===== src/rtl/inst_prefetch_if.sv =====
// Fetch-side bus bundle: instruction memory request/grant/response and decode valid/ready.
interface inst_prefetch_if #(
   parameter int ADDR_W = 32,
   parameter int DATA_W = 32
);
   logic              mem_req_o;
   logic [ADDR_W-1:0] mem_addr_o;
   logic              mem_gnt_i;
   logic              mem_rvalid_i;
   logic [DATA_W-1:0] mem_rdata_i;
   logic              inst_valid_o;
   logic [DATA_W-1:0] inst_o;
   logic [ADDR_W-1:0] inst_addr_o;
   logic              inst_ready_i;

   modport master (
      output mem_req_o, mem_addr_o, inst_valid_o, inst_o, inst_addr_o,
      input  mem_gnt_i, mem_rvalid_i, mem_rdata_i, inst_ready_i
   );

   modport slave (
      input  mem_req_o, mem_addr_o, inst_valid_o, inst_o, inst_addr_o,
      output mem_gnt_i, mem_rvalid_i, mem_rdata_i, inst_ready_i
   );
endinterface


===== src/rtl/inst_prefetch.sv =====
// Instruction prefetch: PC owner, credit-limited in-order fetch into a DEPTH FIFO; 2-cycle request-to-valid,
// issue stalls when buffered + outstanding reaches DEPTH. IFU_PERF_CNT_EN builds the dropped-response counter.
module inst_prefetch #(
   parameter int                ADDR_W   = 32,
   parameter int                DATA_W   = 32,
   parameter int                DEPTH    = 4,
   parameter logic [ADDR_W-1:0] RESET_PC = '0
) (
   input  logic              clk,
   input  logic              rst,
   input  logic              jump_i,
   input  logic [ADDR_W-1:0] jump_addr_i,
   inst_prefetch_if.master   bus,
   output logic [31:0]       perf_drop_cnt_o
);
   localparam int PTR_W = $clog2(DEPTH);
   localparam int CNT_W = $clog2(DEPTH + 1);
   localparam logic [CNT_W:0] DEPTH_C = (CNT_W + 1)'(DEPTH);

   logic [ADDR_W-1:0] pc_q, pc_d;
   logic [CNT_W-1:0]  outst_q, outst_d, drop_q, drop_d, cnt_q, cnt_d;
   logic [PTR_W-1:0]  rd_ptr_q, rd_ptr_d, wr_ptr_q, wr_ptr_d;
   logic [PTR_W-1:0]  tag_rd_q, tag_rd_d, tag_wr_q, tag_wr_d;
   logic [DATA_W-1:0] dat_q [DEPTH];
   logic [ADDR_W-1:0] adr_q [DEPTH];
   logic [ADDR_W-1:0] tag_q [DEPTH];
   logic              gnt_fire, resp_drop, push, pop;

   assign bus.mem_req_o    = !rst && (({1'b0, cnt_q} + {1'b0, outst_q}) < DEPTH_C) && !jump_i;
   assign bus.mem_addr_o   = pc_q;
   assign bus.inst_valid_o = (cnt_q != '0);
   assign bus.inst_o       = dat_q[rd_ptr_q];
   assign bus.inst_addr_o  = adr_q[rd_ptr_q];

   assign gnt_fire  = bus.mem_req_o && bus.mem_gnt_i;
   assign resp_drop = bus.mem_rvalid_i && (jump_i || (drop_q != '0));
   assign push      = bus.mem_rvalid_i && !resp_drop;
   assign pop       = bus.inst_valid_o && bus.inst_ready_i && !jump_i;

   always_comb begin
      pc_d     = pc_q;
      drop_d   = drop_q;
      cnt_d    = cnt_q;
      rd_ptr_d = rd_ptr_q;
      wr_ptr_d = wr_ptr_q;
      tag_rd_d = tag_rd_q;
      tag_wr_d = tag_wr_q;
      outst_d  = outst_q + CNT_W'(gnt_fire) - CNT_W'(bus.mem_rvalid_i);
      if (gnt_fire) begin
         pc_d     = pc_q + ADDR_W'(4);
         tag_wr_d = tag_wr_q + PTR_W'(1);
      end
      if (bus.mem_rvalid_i) tag_rd_d = tag_rd_q + PTR_W'(1);
      if (jump_i) begin
         // Jump blocks issue, so outst_d already excludes any grant: it is exactly what is still owed.
         pc_d     = jump_addr_i & ~ADDR_W'(3);
         drop_d   = outst_d;
         cnt_d    = '0;
         rd_ptr_d = '0;
         wr_ptr_d = '0;
      end else begin
         if (resp_drop) drop_d = drop_q - CNT_W'(1);
         if (push) wr_ptr_d = wr_ptr_q + PTR_W'(1);
         if (pop) rd_ptr_d = rd_ptr_q + PTR_W'(1);
         cnt_d = cnt_q + CNT_W'(push) - CNT_W'(pop);
      end
   end

   always_ff @(posedge clk or posedge rst) begin
      if (rst) begin
         pc_q     <= RESET_PC;
         outst_q  <= '0;
         drop_q   <= '0;
         cnt_q    <= '0;
         rd_ptr_q <= '0;
         wr_ptr_q <= '0;
         tag_rd_q <= '0;
         tag_wr_q <= '0;
         for (int i = 0; i < DEPTH; i++) begin
            dat_q[i] <= '0;
            adr_q[i] <= '0;
            tag_q[i] <= '0;
         end
      end else begin
         pc_q     <= pc_d;
         outst_q  <= outst_d;
         drop_q   <= drop_d;
         cnt_q    <= cnt_d;
         rd_ptr_q <= rd_ptr_d;
         wr_ptr_q <= wr_ptr_d;
         tag_rd_q <= tag_rd_d;
         tag_wr_q <= tag_wr_d;
         if (gnt_fire) tag_q[tag_wr_q] <= pc_q;
         if (push) begin
            dat_q[wr_ptr_q] <= bus.mem_rdata_i;
            adr_q[wr_ptr_q] <= tag_q[tag_rd_q];
         end
      end
   end

   // Issue credit makes a push into a full FIFO impossible unless the memory misbehaves.
   always_ff @(posedge clk) begin
      if (!rst) assert (!(push && (cnt_q == CNT_W'(DEPTH))));
   end

`ifdef IFU_PERF_CNT_EN
   logic [31:0] perf_q, perf_d;
   assign perf_d = (resp_drop && (perf_q != '1)) ? perf_q + 32'd1 : perf_q;
   always_ff @(posedge clk or posedge rst) begin
      if (rst) perf_q <= '0;
      else     perf_q <= perf_d;
   end
   assign perf_drop_cnt_o = perf_q;
`else
   assign perf_drop_cnt_o = '0;
`endif
endmodule


===== src/flat_wrapper.sv =====
// flat-port wrapper written by rule: the top's interface ports become plain ports
module inst_prefetch_flat 
#(
   parameter int                ADDR_W   = 32,
   parameter int                DATA_W   = 32,
   parameter int                DEPTH    = 4,
   parameter logic [ADDR_W-1:0] RESET_PC = '0
)
  (clk, rst, jump_i, jump_addr_i, perf_drop_cnt_o, bus_mem_req_o, bus_mem_addr_o, bus_inst_valid_o, bus_inst_o, bus_inst_addr_o, bus_mem_gnt_i, bus_mem_rvalid_i, bus_mem_rdata_i, bus_inst_ready_i);
  inst_prefetch_if #(.ADDR_W(ADDR_W), .DATA_W(DATA_W)) bus_i ();
  input  logic clk;
  input  logic rst;
  input  logic jump_i;
  input  logic [ADDR_W-1:0] jump_addr_i;
  output logic [31:0] perf_drop_cnt_o;
  output wire logic [$bits(bus_i.mem_req_o)-1:0] bus_mem_req_o;
  output wire logic [$bits(bus_i.mem_addr_o)-1:0] bus_mem_addr_o;
  output wire logic [$bits(bus_i.inst_valid_o)-1:0] bus_inst_valid_o;
  output wire logic [$bits(bus_i.inst_o)-1:0] bus_inst_o;
  output wire logic [$bits(bus_i.inst_addr_o)-1:0] bus_inst_addr_o;
  input wire logic [$bits(bus_i.mem_gnt_i)-1:0] bus_mem_gnt_i;
  input wire logic [$bits(bus_i.mem_rvalid_i)-1:0] bus_mem_rvalid_i;
  input wire logic [$bits(bus_i.mem_rdata_i)-1:0] bus_mem_rdata_i;
  input wire logic [$bits(bus_i.inst_ready_i)-1:0] bus_inst_ready_i;
  assign bus_mem_req_o = bus_i.mem_req_o;
  assign bus_mem_addr_o = bus_i.mem_addr_o;
  assign bus_inst_valid_o = bus_i.inst_valid_o;
  assign bus_inst_o = bus_i.inst_o;
  assign bus_inst_addr_o = bus_i.inst_addr_o;
  assign bus_i.mem_gnt_i = bus_mem_gnt_i;
  assign bus_i.mem_rvalid_i = bus_mem_rvalid_i;
  assign bus_i.mem_rdata_i = bus_mem_rdata_i;
  assign bus_i.inst_ready_i = bus_inst_ready_i;
  inst_prefetch #(.ADDR_W(ADDR_W), .DATA_W(DATA_W), .DEPTH(DEPTH), .RESET_PC(RESET_PC)) u_core (.clk(clk), .rst(rst), .jump_i(jump_i), .jump_addr_i(jump_addr_i), .bus(bus_i), .perf_drop_cnt_o(perf_drop_cnt_o));
endmodule

===== config.mk =====
export PLATFORM = sky130hd
export DESIGN_NAME = inst_prefetch_flat
export DESIGN_NICKNAME = d
export VERILOG_FILES = /design/src/rtl/inst_prefetch_if.sv /design/src/rtl/inst_prefetch.sv /design/src/flat_wrapper.sv
export SDC_FILE = /design/constraint.sdc
export NUM_CORES = 1
export LEC_CHECK = 0
export CORE_MARGIN = 3
export CORE_UTILIZATION = 57
export CTS_CLUSTER_DIAMETER = 100
export DETAILED_ROUTE_END_ITERATION = 8
export GPL_ROUTABILITY_DRIVEN = 0
export GPL_TIMING_DRIVEN = 0
export PLACE_DENSITY = 0.88
export SLEW_MARGIN = 40
export SYNTH_ARGS = -nofsm -noshare
export SYNTH_HDL_FRONTEND = slang
export SYNTH_SLANG_ARGS = --single-unit

===== constraint.sdc =====
create_clock -name clk -period 15.4 [get_ports clk]
set_clock_uncertainty 0.15 [all_clocks]
set_input_delay 1.54 -clock clk [delete_from_list [all_inputs] [get_ports clk]]
set_output_delay 1.54 -clock clk [all_outputs]
set_load 0.02 [all_outputs]

==> out/metrics.yaml, run 1 <==
outcome:
  outcome: "completed"
sta:
  layout_worst_path_cycle_share_pct: 32.6
  timing.fmax_mhz: 199
  post-route-min-period_ns: 5.02
  worst_pin_slew_ns: 0.755
  setup_violations: 0
  relSlewSlack_pct: 49.7
  hold_viol: 0
  slew_viol_final: 0
  rsz0062_at_grt: "false"
  holdWs_ns: 0.332
worst_hold_path:
  hold_start: "u_core.tag_q[90]"
  hp-class: "reg -> reg"
global_route:
  antenna_found_initial: 2
  grt-ovfl-total: 0
  grt_pass1_wl_um: 68000
  grt_max_degree: 69
  grt_pass1_vias: 12417
  grtUsageTotal_pct: 24.2
place:
  hpwl_um: 29300
  port_buffers: 161
  place_inst: 1883
clock_tree:
  clk_latency_ns: 0.54
  cts_max_level: 2
  tritoncts: "yes"
  clk_pin_slew_ns: 0.06
  cts_root_buf: "clkbuf_16"
  cts_resized: 0
  clkSinkCount: 415
  clock_path_buffers: 3
  cts_setup_buffers: 0
  ctsHoldBuffers: 0
  cts_buffers: 43
final_layout:
  diodes: 0
  area_delta_synth_final_pct: 20.8
  num-nets-final: 1582
  drive_above_1_share_pct: 39.1
  regArea_um2: 10400
  multiInputGateArea_um2: 7840
  final_cells: 1962
  fillerInstances: 2071
logic_synthesis:
  synth_edf_count: 0
  synthMuxAreaShare_pct: 32.8
  syn_area_um2: 18800
  synth_top_family_by_area: "multiplexers"
  synth-xor-area-share_pct: 0.838
  ys_seq_area_share_pct: 55.2
  synthArstFlopShare_pct: 100
  avgSynthCellArea_um2: 15.1
  synth_cell_types: 52
  synth-compound-area-share_pct: 2.29
  post_synth_fa_ha_maj_area_fraction_pct: 1.34
  synth_flop_cell: "dfrtp_1"
  synthCells: 1246
  yosysWarnings: 0
  synth-seq-cells: 415
  synthSimpleGateAreaFrac_pct: 3.65
drt:
  drt-total-wl_um: 42400
  wl_per_cell_um: 21.6
  wl_met1_um: 17800
  wl_met2_um: 21500
  maxUsedRoutingLayer: "met5"
  via_per_inst: 5.88
  drtAntennaViolNets: 0
  first_pass_iters: 5
  wl_met3_um: 2320
  drc: 0
  dr_total_vias: 11541
  drt_iter0_drc: 662
setup_path:
  crit_type: "reg -> out"
  critPathLaunch: "u_core.rd_ptr_q[1]"
  reg2reg_from: "u_core.cnt_q[1]"
  end_kind: "primary output"
  path_max_fanout: 10
  reg2reg_depth: 13
  crit_path_start_kind: "register"
  crit_required_ns: 13.71
  r2r-end: "u_core.drop_q[2]"
  r2r_slack_ns: 12.02
  cp.arrival_ns: 3.33
  crit_path_end: "bus_inst_o[22]"
floorplan:
  die_h_um: 188
  dieArea_um2: 35200
  start_util_pct: 58.7
  fp.dieW_um: 188
  num_rows: 65
  io_pins: 200
  core_um2: 32000
run:
  maxCapViolations: 0
power:
  power.leakage_uw: 0.0106
  vdd_drop_max_v: 0.000103
  power_density_nw_per_um2: 172
-- registers in the layout, indices dropped and copies added, names as in the netlist --
name,flops
u_core.tag_q,120
u_core.cnt_q,3
u_core.adr_q,120
u_core.dat_q,128
u_core.wr_ptr_q,2
u_core.rd_ptr_q,2
u_core.outst_q,3
u_core.tag_rd_q,2
u_core.bus.mem_addr_o,30
u_core.tag_wr_q,2
u_core.drop_q,3
-- routing by layer --
metal  GRT usage, %  vias to the layer above
met1           33.1                     6040
met4           5.86                        4
li1               -                     5015
met2           41.3                      404
met5              0                        -
met3           3.81                       78
-- placed cells by master, fill, tap and decap left out, types with 3 or more instances in the layout --
master,Yosys,final
a21oi_1,6,6
and2_1,3,3
and3_1,4,4
and4_1,3,3
buf_1,11,7
buf_16,0,6
buf_2,13,17
buf_4,39,39
buf_6,4,4
clkbuf_1,45,55
clkbuf_16,0,45
clkbuf_8,0,15
clkdlybuf4s50_1,0,161
clkinv_2,0,7
conb_1,1,36
dfrtp_1,415,415
ha_1,17,17
inv_1,21,20
mux2_2,359,359
mux2i_1,6,6
mux4_2,92,92
nand2_1,59,59
nand3_1,17,17
nand3b_1,3,3
nand4_1,6,6
nor2_1,15,15
nor2b_1,5,5
nor3_1,5,5
o211ai_1,7,7
o21ai_0,32,32
o311ai_0,7,7
or3_1,3,3
xnor2_1,8,8
xor2_1,10,10
-- stage by stage --
| step | area, um^2 | worst slack [ns] | setup TNS (ns) | power (uW) | utilization [%] |
|---|---|---|---|---|---|
| 2_1_floorplan | 18900 | 2.16 | 0 | 2390 | - |
| 3_3_place_gp | 21100 | -1.91 | -783.95 | 2800 | 65.8 |
| 3_5_place_dp | 21300 | 10.43 | 0 | 2880 | 66.4 |
| 4_1_cts | 22700 | 10.34 | 0 | 3930 | 70.9 |
| 5_1_grt | 22700 | 10.22 | 0 | 4090 | 70.9 |
| 6_report | 22700 | 10.38 | 0 | 3910 | 70.9 |
-- worst max-delay path, cell delays in order (launching register included) --
cell,delay (ns)
dfrtp_1,0.31
buf_2,0.30
clkbuf_1,0.53
buf_1,0.64
mux4_2,0.45
clkdlybuf4s50_1,0.56
-- synth_stat cells, types with 2 or more instances --
cell | instances | share of area (%)
nor2b_1 | 5 | 0.17
and2_1 | 3 | 0.10
a21boi_0 | 2 | 0.080
nand2_2 | 2 | 0.067
clkbuf_1 | 45 | 0.90
nand2_1 | 59 | 1.2
nand3b_1 | 3 | 0.12
nand3_1 | 17 | 0.45
xnor2_1 | 8 | 0.37
nor2_1 | 15 | 0.30
mux4_2 | 92 | 11
or4_1 | 2 | 0.080
xor2_1 | 10 | 0.47
nand4_1 | 6 | 0.20
buf_2 | 13 | 0.35
o211ai_1 | 7 | 0.28
buf_1 | 11 | 0.22
mux2i_1 | 6 | 0.32
fa_1 | 2 | 0.21
a21oi_1 | 6 | 0.16
inv_1 | 21 | 0.42
a221o_1 | 2 | 0.11
or3_1 | 3 | 0.10
mux2_2 | 359 | 21
and3_1 | 4 | 0.13
a211o_1 | 2 | 0.093
o311ai_0 | 7 | 0.33
o21ai_0 | 32 | 0.85
nor3_1 | 5 | 0.13
a311o_1 | 2 | 0.11
buf_4 | 39 | 1.6
and4_1 | 3 | 0.14
dfrtp_1 | 415 | 55
buf_6 | 4 | 0.24
ha_1 | 17 | 1.1
-- report_power, final --
group	switching (uW)	internal (uW)
Clock	413	624
Sequential	164	1370
Combinational	630	706
-- final cells by class --
type	instances	share of cell area (%)
Sequential cell	415	45.7
Buffer	114	2.83
Clock buffer	70	6.03
Inverter	21	0.380
Multi-Input combinational cell	731	34.5
Clock inverter	9	0.319
Tap cell	435	2.40
Timing Repair Buffer	167	7.82
-- logic make-up after synthesis --
family | Yosys count
other | 1
flip-flops | 415
XOR/XNOR | 18
adder cells (fa/ha/maj) | 19
multiplexers | 457
AND/OR/NAND/NOR | 134
buffers and inverters | 135
AO/OA/AOI/OAI | 67
-- worst min path at each step --
stage                             end  cells after the start
floorplan            u_core.tag_q[46]                      2
global placement    u_core.tag_q[110]                      2
detailed placement   u_core.tag_q[14]                      2
CTS                 u_core.tag_q[120]                      2
global route         u_core.tag_q[63]                      1
finish               u_core.tag_q[90]                      2
Note: power is estimated with default switching activity, not from simulation.
==> run 2, diff against run 1 <==
CORE_UTILIZATION = 51   (was 57)
PLACE_DENSITY = 0.84   (was 0.88)
clock period = 4.4 ns   (was 15.4 ns; I/O delays follow)
==> run 2 against run 1 <==
  * Flip-flop and latch count did not move
  * Register-to-register slack got worse by 11 ns
  * Count of clock-buffer cells in the layout fell by 13
  * Global-route usage fell by 1.8 points
  * Utilization fell by 7.0 points
  * Total power rose to 3.5 times the previous value
  * Combinational power rose to 3.5 times the previous value
  * Largest power group unchanged
  * Design area rose by 1.2%
  * Sequential power rose to 3.5 times the previous value
==> out/metrics.yaml, run 2 (synthesis results as in run 1) <==
clock_tree:
  clock_path_buffers: 3
  clk_latency_ns: 0.53
  cts_resized: 0
  tritoncts: "yes"
  ctsHoldBuffers: 0
  clkSinkCount: 415
  cts_root_buf: "clkbuf_16"
  cts_setup_buffers: 0
  cts_buffers: 42
  cts_max_level: 2
  clk_pin_slew_ns: 0.06
worst_hold_path:
  hp-class: "in -> async"
power:
  vdd_drop_max_v: 0.000325
  total_power_uw: 13800
  power_density_nw_per_um2: 601
  power.leakage_uw: 0.0107
floorplan:
  num_rows: 69
  start_util_pct: 52.2
  io_pins: 200
  dieArea_um2: 39200
  core_um2: 36000
  fp.dieW_um: 198
  die_h_um: 198
sta:
  relSlewSlack_pct: 46.0
  worst_pin_slew_ns: 0.810
  post-route-min-period_ns: 3.96
  holdWs_ns: 0.181
  layout_setup_ws_ns: 0.445
  setup_violations: 0
  layout_worst_path_cycle_share_pct: 89.9
  slew_viol_final: 0
  tns_ns: 0
  rsz0062_at_grt: "false"
  hold_viol: 0
  timing.fmax_mhz: 253
drt:
  first_pass_iters: 5
  dr_total_vias: 11494
  drt-total-wl_um: 43200
  drt_iter0_drc: 690
  via_per_inst: 5.76
  wl_per_cell_um: 21.7
  drc: 0
  drtAntennaViolNets: 0
setup_path:
  r2r_slack_ns: 0.96
  cp.arrival_ns: 3.37
  crit_type: "reg -> out"
  end_kind: "primary output"
  r2r-end: "u_core.drop_q[2]"
  path_max_fanout: 10
  crit_required_ns: 3.81
  reg2reg_depth: 13
  crit_path_start_kind: "register"
  reg2reg_from: "u_core.cnt_q[1]"
global_route:
  grtUsageTotal_pct: 22.4
  grt_max_degree: 29
  grt_pass1_vias: 12453
  grt-ovfl-total: 0
  antenna_found_initial: 4
  grt_pass1_wl_um: 68600
final_layout:
  mostFrequentLayoutCells: "415 x dfrtp_1, 359 x mux2_2, 161 x clkdlybuf4s50_1, 92 x mux4_2, 59 x nand2_1"
  regMostFlops: "u_core.dat_q"
  largest_reg_flops: 128
  diodes: 0
  drive_above_1_share_pct: 39.6
  num-nets-final: 1593
  final_core_util_pct: 63.9
  final_common_cell: "dfrtp_1"
  area_delta_synth_final_pct: 22.3
  top_regs: "u_core.dat_q (128), u_core.adr_q (120), u_core.tag_q (120)"
outcome:
  outcome: "completed"
place:
  hpwl_um: 30200
  port_buffers: 161
  dp_slack_ns: 0.648
run:
  maxCapViolations: 0
==> run 2: critical path, cell delays in order (launching register included) <==
cell,delay (ns)
dfrtp_1,0.32
buf_2,0.32
clkbuf_1,0.58
buf_1,0.61
mux4_2,0.44
clkdlybuf4s50_1,0.57
==> run 2: power breakdown <==
group,total [uW],switching (uW),internal [uW],leakage [uW]
logic,4690,2200,2490,0.00450
clock network,3760,1480,2280,0.000724
registers,5360,567,4800,0.00552
==> run 2: area by class of cell <==
type | instances | area [um^2]
sequential | 415 | 10400
clock buffer | 57 | 1210
inverter | 21 | 82.6
tap | 461 | 577
timing repair buffer | 179 | 2010
multi-input combinational | 731 | 7840
clock inverter | 18 | 250
fill | 2546 | 13000
buffer | 114 | 642
==> run 2: through the flow <==
stage / area, um^2 / instances
2_1_floorplan: 18900 / 1281
3_3_place_gp: 21100 / 1903
4_1_cts: 23000 / 1996
6_report: 23000 / 1996
3_5_place_dp: 21500 / 1921
5_1_grt: 23000 / 1996
==> run 2: layer usage <==
metal  part of all wire [%]  vias to the layer above  GRT usage, %
li1                       -                     5027             -
met1                     42                     5998          30.3
met2                     49                      369          38.0
met3                    5.9                       92          3.95
met4                    2.4                        8          5.77
met5                   0.14                        -             0
==> run 2: how the worst max path moves through the flow <==
stage	depth (start not counted)	slack [ns]	start	endpoint
finish	5	0.44	u_core.rd_ptr_q[1]	bus_inst_o[15]
global route	5	0.31	u_core.rd_ptr_q[1]	bus_inst_addr_o[18]
CTS	5	0.38	u_core.rd_ptr_q[1]	bus_inst_o[15]
detailed placement	12	0.65	jump_i	u_core.cnt_q[2]
global placement	2	-4.11	rst	u_core.tag_q[22]
floorplan	1	-1.79	rst	u_core.adr_q[100]
==> run 3, diff against run 2 <==
CTS_CLUSTER_DIAMETER = 120   (was 100)
==> results of run 3 <==
Same layout as run 2: the final DEF is identical, and so are final timing and power.
==> RTL change, RTL diff (settings of run 3) <==
`ADDR_W` is set to 32 in 3 places; all go to 64.
--- a/src/rtl/inst_prefetch_if.sv
+++ b/src/rtl/inst_prefetch_if.sv
@@ -1,5 +1,5 @@
 // Fetch-side bus bundle: instruction memory request/grant/response and decode valid/ready.
 interface inst_prefetch_if #(
-   parameter int ADDR_W = 32,
+   parameter int ADDR_W = 64,
    parameter int DATA_W = 32
 );
--- a/src/rtl/inst_prefetch.sv
+++ b/src/rtl/inst_prefetch.sv
@@ -2,5 +2,5 @@
 // issue stalls when buffered + outstanding reaches DEPTH. IFU_PERF_CNT_EN builds the dropped-response counter.
 module inst_prefetch #(
-   parameter int                ADDR_W   = 32,
+   parameter int                ADDR_W   = 64,
    parameter int                DATA_W   = 32,
    parameter int                DEPTH    = 4,
--- a/src/flat_wrapper.sv
+++ b/src/flat_wrapper.sv
@@ -2,5 +2,5 @@
 module inst_prefetch_flat 
 #(
-   parameter int                ADDR_W   = 32,
+   parameter int                ADDR_W   = 64,
    parameter int                DATA_W   = 32,
    parameter int                DEPTH    = 4,
Interface: changed (resized bus_inst_addr_o, bus_mem_addr_o and jump_addr_i); port bits go from 200 to 296. The function was not compared with the original's and may differ.
==> RTL change against run 3 <==
  * Sequential cell count rose by 288
  * Synthesized area up 71%
  * Setup slack worse by 0.31 ns
  * Global-route usage increased by 5.2 points
  * Sequential share of layout area is 0.24 points lower
  * The run now ends with design-rule violations left
  * Final area is 70% higher
  * Total power is 66% higher
  * Die area increased by 69%
  * Via count up 90%
  * Routed wire length up 110%
  * Synthesized cell count grew 79%
==> RTL change: results (changes against run 3) <==
Run status = finished with violations
Failing checks = design-rule violations
Comb power = 0.00761 W (+62%)
# fillers = 4418 (+74%)
Seq group = 0.00907 W (+69%)
First-pass GRT wire length = 140000 um (+100%)
Wl on met1 = 33600 um (+84%)
R2r setup slk = 0.22 ns (-0.74 ns)
Post-synthesis compound-gate area fraction = 2.94% (+0.65 points)
Critical path destination = bus_inst_o[26]
Initial antenna violation count = 3 (-1)
Switching Share = 31.9% (+1.1 points)
Via count of the first global-routing pass = 23500 (+89%)
# DRC = 1 (+1)
Max VDD drop = 0.291 mV (-10%)
Post-Synth XOR/XNOR Area = 0.652% (-0.19 points)
Largest registers = u_core.adr_q (248), u_core.tag_q (248), u_core.dat_q (128)
Reg2reg start = u_core.cnt_q[2]
Yosys cell types = 58 (+12%)
GR Util All Layers = 27.6% (+5.2 points)
Drt first pass iters = 9 (+4)
Met1 Use GR = 34.7% (+4.4 points)
CP max stage delay = 0.68 ns (+0.07 ns)
R2R depth = 14 (+1)
Leakage power = 18.1 nW (+69%)
WL met3 = 8610 um (+240%)
==> RTL change: changes by cell type in the layout (fill, tap and decap cells not counted), moves of 18 or more <==
cell / run 3 / this run
dfrtp_1: 415 / 703
mux2_2: 359 / 590
clkdlybuf4s50_1: 161 / 257
mux4_2: 92 / 156
nand2_1: 59 / 122
clkbuf_1: 51 / 102
buf_2: 16 / 58
clkbuf_16: 43 / 76
nand3_1: 17 / 48
nand4_1: 6 / 34
o21ai_0: 32 / 60
o211ai_1: 7 / 25
==> RTL change: final cells by class <==
class / count / area (um^2) / share of cell area, %
buffer: 214 / 1050 / 2.68
antenna: 1 / 2.50 / 0.00639
inverter: 27 / 105 / 0.268
clock inverter: 25 / 304 / 0.776
sequential: 703 / 17600 / 44.9
clock buffer: 104 / 2140 / 5.46
timing repair buffer: 287 / 3260 / 8.33
tap: 837 / 1050 / 2.67
multi-input combinational: 1326 / 13700 / 34.9
